==> config.mk <==
export PLATFORM = sky130hd
export DESIGN_NAME = gray_stream_source
export DESIGN_NICKNAME = d
export VERILOG_FILES = /design/src/rtl/gray_stream_pkg.sv /design/src/rtl/gray_stream_timing_counter.sv /design/src/rtl/gray_stream_source.sv
export SDC_FILE = /design/constraint.sdc
export NUM_CORES = 1
export LEC_CHECK = 0
export BUFFER_PORTS_ARGS = -buffer_cell sky130_fd_sc_hd__buf_2
export CAP_MARGIN = 30
export CORE_MARGIN = 2
export CORE_UTILIZATION = 47
export CTS_CLUSTER_DIAMETER = 150
export DETAILED_ROUTE_END_ITERATION = 7
export HOLD_SLACK_MARGIN = 0.12
export PLACE_DENSITY = 0.67
export SLEW_MARGIN = 10
export SYNTH_ARGS = -nofsm -noshare
export SYNTH_HDL_FRONTEND = slang
export SYNTH_HIERARCHICAL = 1
export SYNTH_SLANG_ARGS = --single-unit
==> constraint.sdc <==
create_clock -name clk -period 3.7 [get_ports clk]
set_input_delay 0.37 -clock clk [delete_from_list [all_inputs] [get_ports clk]]
set_output_delay 0.37 -clock clk [all_outputs]
set_load 0.03 [all_outputs]
==> src/rtl/gray_stream_pkg.sv <==
// Shared types and constants for the gray pixel stream source.
// Frame states, counter width and the value driven on blank or underrun pixels.
package gray_stream_pkg;

    typedef enum logic [2:0] {
        ST_IDLE   = 3'd0,
        ST_VSYNC  = 3'd1,
        ST_VBACK  = 3'd2,
        ST_ACTIVE = 3'd3,
        ST_VFRONT = 3'd4
    } state_t;

    localparam int CNT_W = 11;

    localparam logic [7:0] BLANK_PIX = 8'd0;

endpackage

==> src/rtl/gray_stream_timing_counter.sv <==
// Frame timing generator: state register plus horizontal and line counters.
// Vertical regions with a line count of zero are skipped entirely.
module gray_stream_timing_counter
    import gray_stream_pkg::*;
#(
    parameter int IMG_HDISP = 640,
    parameter int IMG_VDISP = 480,
    parameter int H_BLANK   = 160,
    parameter int VS_LINES  = 2,
    parameter int V_BACK    = 33,
    parameter int V_FRONT   = 10
) (
    input  logic             clk,
    input  logic             rst_n,
    input  logic             i_enable,
    output state_t           o_state,
    output logic [CNT_W-1:0] o_h_cnt,
    output logic [CNT_W-1:0] o_v_cnt,
    output logic             o_last_cycle_of_frame
);

    localparam int H_TOTAL = IMG_HDISP + H_BLANK;

    generate
        if (H_TOTAL > 2048 || H_TOTAL < 1) begin : g_bad_htotal
            $error("IMG_HDISP + H_BLANK must be in 1..2048");
        end
        if (IMG_VDISP < 1 || IMG_VDISP > 2048 || VS_LINES > 2048 ||
            V_BACK > 2048 || V_FRONT > 2048) begin : g_bad_lines
            $error("line counts must fit the line counter and IMG_VDISP must be nonzero");
        end
    endgenerate

    state_t           r_state;
    logic [CNT_W-1:0] r_h_cnt;
    logic [CNT_W-1:0] r_v_cnt;

    state_t           w_state_next;
    state_t           w_succ;
    logic [CNT_W-1:0] w_h_next;
    logic [CNT_W-1:0] w_v_next;
    logic             w_line_end;
    logic             w_last;

    function automatic logic [CNT_W-1:0] lines_of(input state_t s);
        case (s)
            ST_VSYNC:  return CNT_W'(VS_LINES);
            ST_VBACK:  return CNT_W'(V_BACK);
            ST_ACTIVE: return CNT_W'(IMG_VDISP);
            ST_VFRONT: return CNT_W'(V_FRONT);
            default:   return '0;
        endcase
    endfunction

    // First non-empty region at or after s; ST_IDLE stands for "frame over".
    function automatic state_t first_from(input state_t s);
        case (s)
            ST_VSYNC:  return (VS_LINES > 0) ? ST_VSYNC : ((V_BACK > 0) ? ST_VBACK : ST_ACTIVE);
            ST_VBACK:  return (V_BACK > 0) ? ST_VBACK : ST_ACTIVE;
            ST_ACTIVE: return ST_ACTIVE;
            ST_VFRONT: return (V_FRONT > 0) ? ST_VFRONT : ST_IDLE;
            default:   return ST_IDLE;
        endcase
    endfunction

    function automatic state_t successor(input state_t s);
        case (s)
            ST_VSYNC:  return first_from(ST_VBACK);
            ST_VBACK:  return ST_ACTIVE;
            ST_ACTIVE: return first_from(ST_VFRONT);
            default:   return ST_IDLE;
        endcase
    endfunction

    assign w_line_end = (r_h_cnt == CNT_W'(H_TOTAL - 1));
    assign w_succ     = successor(r_state);

    always_ff @(posedge clk) begin
        if (!rst_n) begin
            r_state <= ST_IDLE;
            r_h_cnt <= '0;
            r_v_cnt <= '0;
        end else begin
            r_state <= w_state_next;
            r_h_cnt <= w_h_next;
            r_v_cnt <= w_v_next;
        end
    end

    always_comb begin
        w_state_next = r_state;
        w_h_next     = r_h_cnt;
        w_v_next     = r_v_cnt;
        w_last       = 1'b0;
        if (r_state == ST_IDLE) begin
            if (i_enable) begin
                w_state_next = first_from(ST_VSYNC);
                w_h_next     = '0;
                w_v_next     = '0;
            end
        end else if (w_line_end) begin
            w_h_next = '0;
            if (r_v_cnt == lines_of(r_state) - 1'b1) begin
                w_v_next = '0;
                if (w_succ == ST_IDLE) begin
                    w_last       = 1'b1;
                    w_state_next = i_enable ? first_from(ST_VSYNC) : ST_IDLE;
                end else begin
                    w_state_next = w_succ;
                end
            end else begin
                w_v_next = r_v_cnt + 1'b1;
            end
        end else begin
            w_h_next = r_h_cnt + 1'b1;
        end
    end

    assign o_state               = r_state;
    assign o_h_cnt               = r_h_cnt;
    assign o_v_cnt               = r_v_cnt;
    assign o_last_cycle_of_frame = w_last;

endmodule

==> src/rtl/gray_stream_source.sv <==
// Gray pixel transmitter: pulls pixels over valid/ready and emits vsync/href/Gray
// with programmable frame timing, flagging underruns and misplaced start-of-frame marks.
module gray_stream_source
    import gray_stream_pkg::*;
#(
    parameter int IMG_HDISP = 640,
    parameter int IMG_VDISP = 480,
    parameter int H_BLANK   = 160,
    parameter int VS_LINES  = 2,
    parameter int V_BACK    = 33,
    parameter int V_FRONT   = 10
) (
    input  logic       clk,
    input  logic       rst_n,
    input  logic       enable,
    input  logic       s_pix_valid,
    input  logic [7:0] s_pix_data,
    input  logic       s_pix_sof,
    output logic       s_pix_ready,
    output logic       per_frame_vsync,
    output logic       per_frame_href,
    output logic [7:0] per_img_Gray,
    output logic       frame_done,
    output logic       underrun,
    output logic       sof_err,
    input  logic       clr_status
);

    state_t           w_state;
    logic [CNT_W-1:0] w_h_cnt;
    logic [CNT_W-1:0] w_v_cnt;
    logic             w_last;
    logic             w_ready;
    logic             w_accept;
    logic             w_first_pix;
    logic             w_underrun_set;
    logic             w_sof_set;

    logic             r_vsync;
    logic             r_href;
    logic [7:0]       r_gray;
    logic             r_done;
    logic             r_underrun;
    logic             r_sof_err;

    gray_stream_timing_counter #(
        .IMG_HDISP (IMG_HDISP),
        .IMG_VDISP (IMG_VDISP),
        .H_BLANK   (H_BLANK),
        .VS_LINES  (VS_LINES),
        .V_BACK    (V_BACK),
        .V_FRONT   (V_FRONT)
    ) u_timing (
        .clk                   (clk),
        .rst_n                 (rst_n),
        .i_enable              (enable),
        .o_state               (w_state),
        .o_h_cnt               (w_h_cnt),
        .o_v_cnt               (w_v_cnt),
        .o_last_cycle_of_frame (w_last)
    );

    assign w_ready        = (w_state == ST_ACTIVE) && (w_h_cnt < CNT_W'(IMG_HDISP));
    assign w_accept       = w_ready && s_pix_valid;
    assign w_first_pix    = (w_v_cnt == '0) && (w_h_cnt == '0);
    assign w_underrun_set = w_ready && !s_pix_valid;
    // Only the very first active pixel may carry sof; anywhere else it is an error.
    assign w_sof_set      = w_accept && (w_first_pix ? !s_pix_sof : s_pix_sof);

    always_ff @(posedge clk) begin
        if (!rst_n) begin
            r_vsync    <= 1'b0;
            r_href     <= 1'b0;
            r_gray     <= BLANK_PIX;
            r_done     <= 1'b0;
            r_underrun <= 1'b0;
            r_sof_err  <= 1'b0;
        end else begin
            r_vsync    <= (w_state == ST_VSYNC);
            r_href     <= w_ready;
            r_gray     <= w_accept ? s_pix_data : BLANK_PIX;
            r_done     <= w_last;
            r_underrun <= w_underrun_set | (r_underrun & ~clr_status);
            r_sof_err  <= w_sof_set | (r_sof_err & ~clr_status);
        end
    end

    assign s_pix_ready     = w_ready;
    assign per_frame_vsync = r_vsync;
    assign per_frame_href  = r_href;
    assign per_img_Gray    = r_gray;
    assign frame_done      = r_done;
    assign underrun        = r_underrun;
    assign sof_err         = r_sof_err;

endmodule

==> impl_metrics.env <==
export IMPL_outcome="finished, final reports clean"
export IMPL_drive_gt1_frac=0.190
export IMPL_die_w_um=70.3
export IMPL_cellLeakagePower_uw=0.000921
export IMPL_syn_nets=263
export IMPL_synth_sequential_area_ratio=0.368
export IMPL_fmax_ghz=0.318
export IMPL_drt_pass1_iterations=4
export IMPL_synth_seq_cells=38
export IMPL_syn_inst=245
export IMPL_cp_arrival_ps=3370
export IMPL_finalCritPeriodShare=0.850
export IMPL_num_io_pins=28
export IMPL_core_um2=4290
export IMPL_cts_root_buffer_cell="clkbuf_8"
export IMPL_p_per_area_nw_per_um2=354
export IMPL_avgRoutedWirePerCell_um=13.8
export IMPL_slowest_stage="dfxtp_1"
export IMPL_register_area_um2=761
export IMPL_multi_input_area_um2=1250
export IMPL_cts_tree="done"
export IMPL_initial_core_util=0.482
export IMPL_holdCritPathClass="in -> reg"
export IMPL_synthFlopType="dfxtp_1"
export IMPL_clockBufferDepth=2
export IMPL_n_fill_cell=407
export IMPL_clk_latency_ps=290
export IMPL_maxSlewViolCount=0
export IMPL_tightestPinTransition_ps=836
export IMPL_numPortBuffers=27
export IMPL_skew_ps=7.97
export IMPL_path_buf_inv=1
export IMPL_cts_sinks=38
export IMPL_ir_worst_vdd_mv=0.174
export IMPL_seqPwrFrac=0.521
export IMPL_via_per_inst=5.73
export IMPL_p_int_uw=609
export IMPL_cp_start_kind="flop"
export IMPL_rsz0062_at_grt="false"
export IMPL_syn_to_final_growth_pct=13.2
export IMPL_final_cell_mix="dfxtp_1 (38), nor2_1 (36), buf_2 (27), nand2_1 (18), a21oi_1 (12)"
export IMPL_crit_family="simple AND/OR/NAND/NOR gates"
export IMPL_cts_buffers_inserted=5
export IMPL_setup_viol=0
export IMPL_final_common_cell="dfxtp_1"
export IMPL_endpoint_kind="flop"
export IMPL_min_from="s_pix_data[2]"
export IMPL_cp_max_fo=17
export IMPL_cts_hold_buffers_added=0
export IMPL_whs_path_depth=2
export IMPL_grt_max_degree=18
export IMPL_drc=0
export IMPL_grt_ovfl_total=0
export IMPL_slowest_delay_ps=500
export IMPL_worstPathRequired_ps=3920
export IMPL_power_uw=829
export IMPL_synth_edf_count=0
export IMPL_hold_end="per_img_Gray[2]$_SDFF_PN0_"
export IMPL_drt_total_wl_um=4500
export IMPL_htree_levels=2
export IMPL_switchingPower_uw=220
export IMPL_clk_pin_slew_worst_paths_ps=70
export IMPL_die_height_um=70.3
export IMPL_crit_chain="nor3b_1 -> inv_1 -> ha_1 -> ha_1 -> xor2_1 -> o2111ai_1 -> a211oi_1 -> nand4_1 -> or3_1 -> a31oi_1"
export IMPL_critPathKind="reg -> reg"
export IMPL_synth_avg_cell_area_um2=8.44
export IMPL_grtUsageTotal=0.196
export IMPL_grt_pass1_wl_um=7790
export IMPL_reg2reg_to="u_timing/o_state[1]$_SDFFE_PN0P_"
export IMPL_fin_nets=291
export IMPL_final_area_um2=2340
export IMPL_diodes=0
export IMPL_vias=1867
export IMPL_synth_cell_types=55
export IMPL_grt_pass1_vias=1672
export IMPL_holdWs_ps=272
export IMPL_drt_iter0_drc=137
export IMPL_maxCapViolCount=0
export IMPL_ctsResizeCount=0
export IMPL_finish_utilization=0.545
export IMPL_dieArea_um2=4950
export IMPL_antenna_found_initial=0
export IMPL_clkPwrFrac=0.353
export IMPL_synth_area_um2=2070
export IMPL_place_congestion=0.844
export IMPL_finalCriticalPeriod_ps=3150
export IMPL_finalHoldViolCount=0
export IMPL_synth_async_reset_ratio=0
export IMPL_place_area_um2=2250
export IMPL_num_rows=24
export IMPL_switching_share=0.265
export IMPL_r2r_start="u_timing/o_state[0]$_SDFFE_PN0P_"
export IMPL_pwr_share_comb=0.127
export IMPL_yosys_warnings=6
export IMPL_worst_path_most_repeated_cell="ha_1"
export IMPL_fin_tns_setup_ps=0
export IMPL_crit_cells=10
export IMPL_rr_worst_depth=10
export IMPL_post_cts_buffers=0
export IMPL_r2r_slack_ps=550
export IMPL_slew_headroom=0.437
export IMPL_hpwl_um=3220
export IMPL_antenna_left=0
==> worst max-delay path by stage <==
| stage | start | to | slack [ps] |
|---|---|---|---|
| 2_1_floorplan | u_timing/o_state[0]$_SDFFE_PN0P_ | u_timing/o_state[1]$_SDFFE_PN0P_ | 880 |
| 3_3_place_gp | u_timing/o_state[0]$_SDFFE_PN0P_ | u_timing/o_state[1]$_SDFFE_PN0P_ | 720 |
| 3_5_place_dp | u_timing/o_state[0]$_SDFFE_PN0P_ | u_timing/o_state[1]$_SDFFE_PN0P_ | 620 |
| 4_1_cts | u_timing/o_state[0]$_SDFFE_PN0P_ | u_timing/o_state[1]$_SDFFE_PN0P_ | 600 |
| 5_1_grt | u_timing/o_state[0]$_SDFFE_PN0P_ | u_timing/o_v_cnt[4]$_SDFFE_PN0P_ | 290 |
| 6_report | u_timing/o_state[0]$_SDFFE_PN0P_ | u_timing/o_state[1]$_SDFFE_PN0P_ | 550 |
==> area by class of cell <==
type                    count  share of cell area
well taps                  52              0.0278
inverters                   6             0.00962
clock inverters             1             0.00214
repair buffers             29              0.0641
clock buffers               7              0.0369
flip-flops and latches     38               0.325
multi-input cells         193               0.535
==> state kept, by name, indices dropped and copies added, names as in the netlist <==
signal            flops
u_timing/o_v_cnt     11
u_timing/o_h_cnt     11
u_timing/o_state      3
frame_done            1
per_frame_vsync       1
per_img_Gray          8
underrun              1
sof_err               1
per_frame_href        1
==> power groups by stage <==
stage	sequential [uW]	clock, uW	combinational, uW
6_report	432	293	105
5_1_grt	432	320	119
4_1_cts	431	301	106
3_5_place_dp	440	0	105
3_3_place_gp	440	0	104
2_1_floorplan	436	0	78.0
==> kinds of logic (layout without fill, tap and decap cells) <==
kind of cell,Yosys count,after routing,synth area share
flip-flops,38,38,0.368
multiplexers,2,2,0.00968
AND/OR/NAND/NOR,128,128,0.361
buffers and inverters,14,43,0.0266
XOR/XNOR,14,14,0.0593
AO/OA/AOI/OAI,45,45,0.152
adder cells (fa/ha/maj),4,4,0.0242
==> per-layer routing <==
layer | vias up | wire (um) | GRT usage | share of wire
li1 | 937 | - | - | -
met1 | 856 | 2100 | 0.261 | 0.47
met2 | 70 | 2030 | 0.305 | 0.45
met3 | 4 | 335 | 0.0563 | 0.074
met4 | 0 | 42 | 0.0662 | 0.0093
met5 | - | 0 | 0 | 0
==> stage by stage <==
stage	setup WS (ps)	std cells
floorplan	885	245
global placement	716	318
detailed placement	617	318
CTS	602	326
global route	286	326
finish	555	326
==> synth_stat cells (3+ instances only) <==
cell	n	area, um^2
dfxtp_1	38	761
ha_1	4	50.1
and3_1	3	18.8
nor2_1	36	135
or2_2	3	18.8
nand4_1	7	43.8
o21ai_0	7	35.0
and2_1	10	62.6
nand2b_1	6	37.5
nand3_1	7	35.0
inv_1	6	22.5
a21oi_1	12	60.1
clkbuf_1	6	22.5
xor2_1	8	70.1
o211ai_1	4	30.0
xnor2_1	6	52.6
a22oi_1	4	30.0
nor3b_1	3	22.5
nor3_1	6	30.0
nor4_1	6	37.5
a31oi_1	3	18.8
nand2_1	18	67.6
Note: power is estimated with default switching activity, not from simulation.
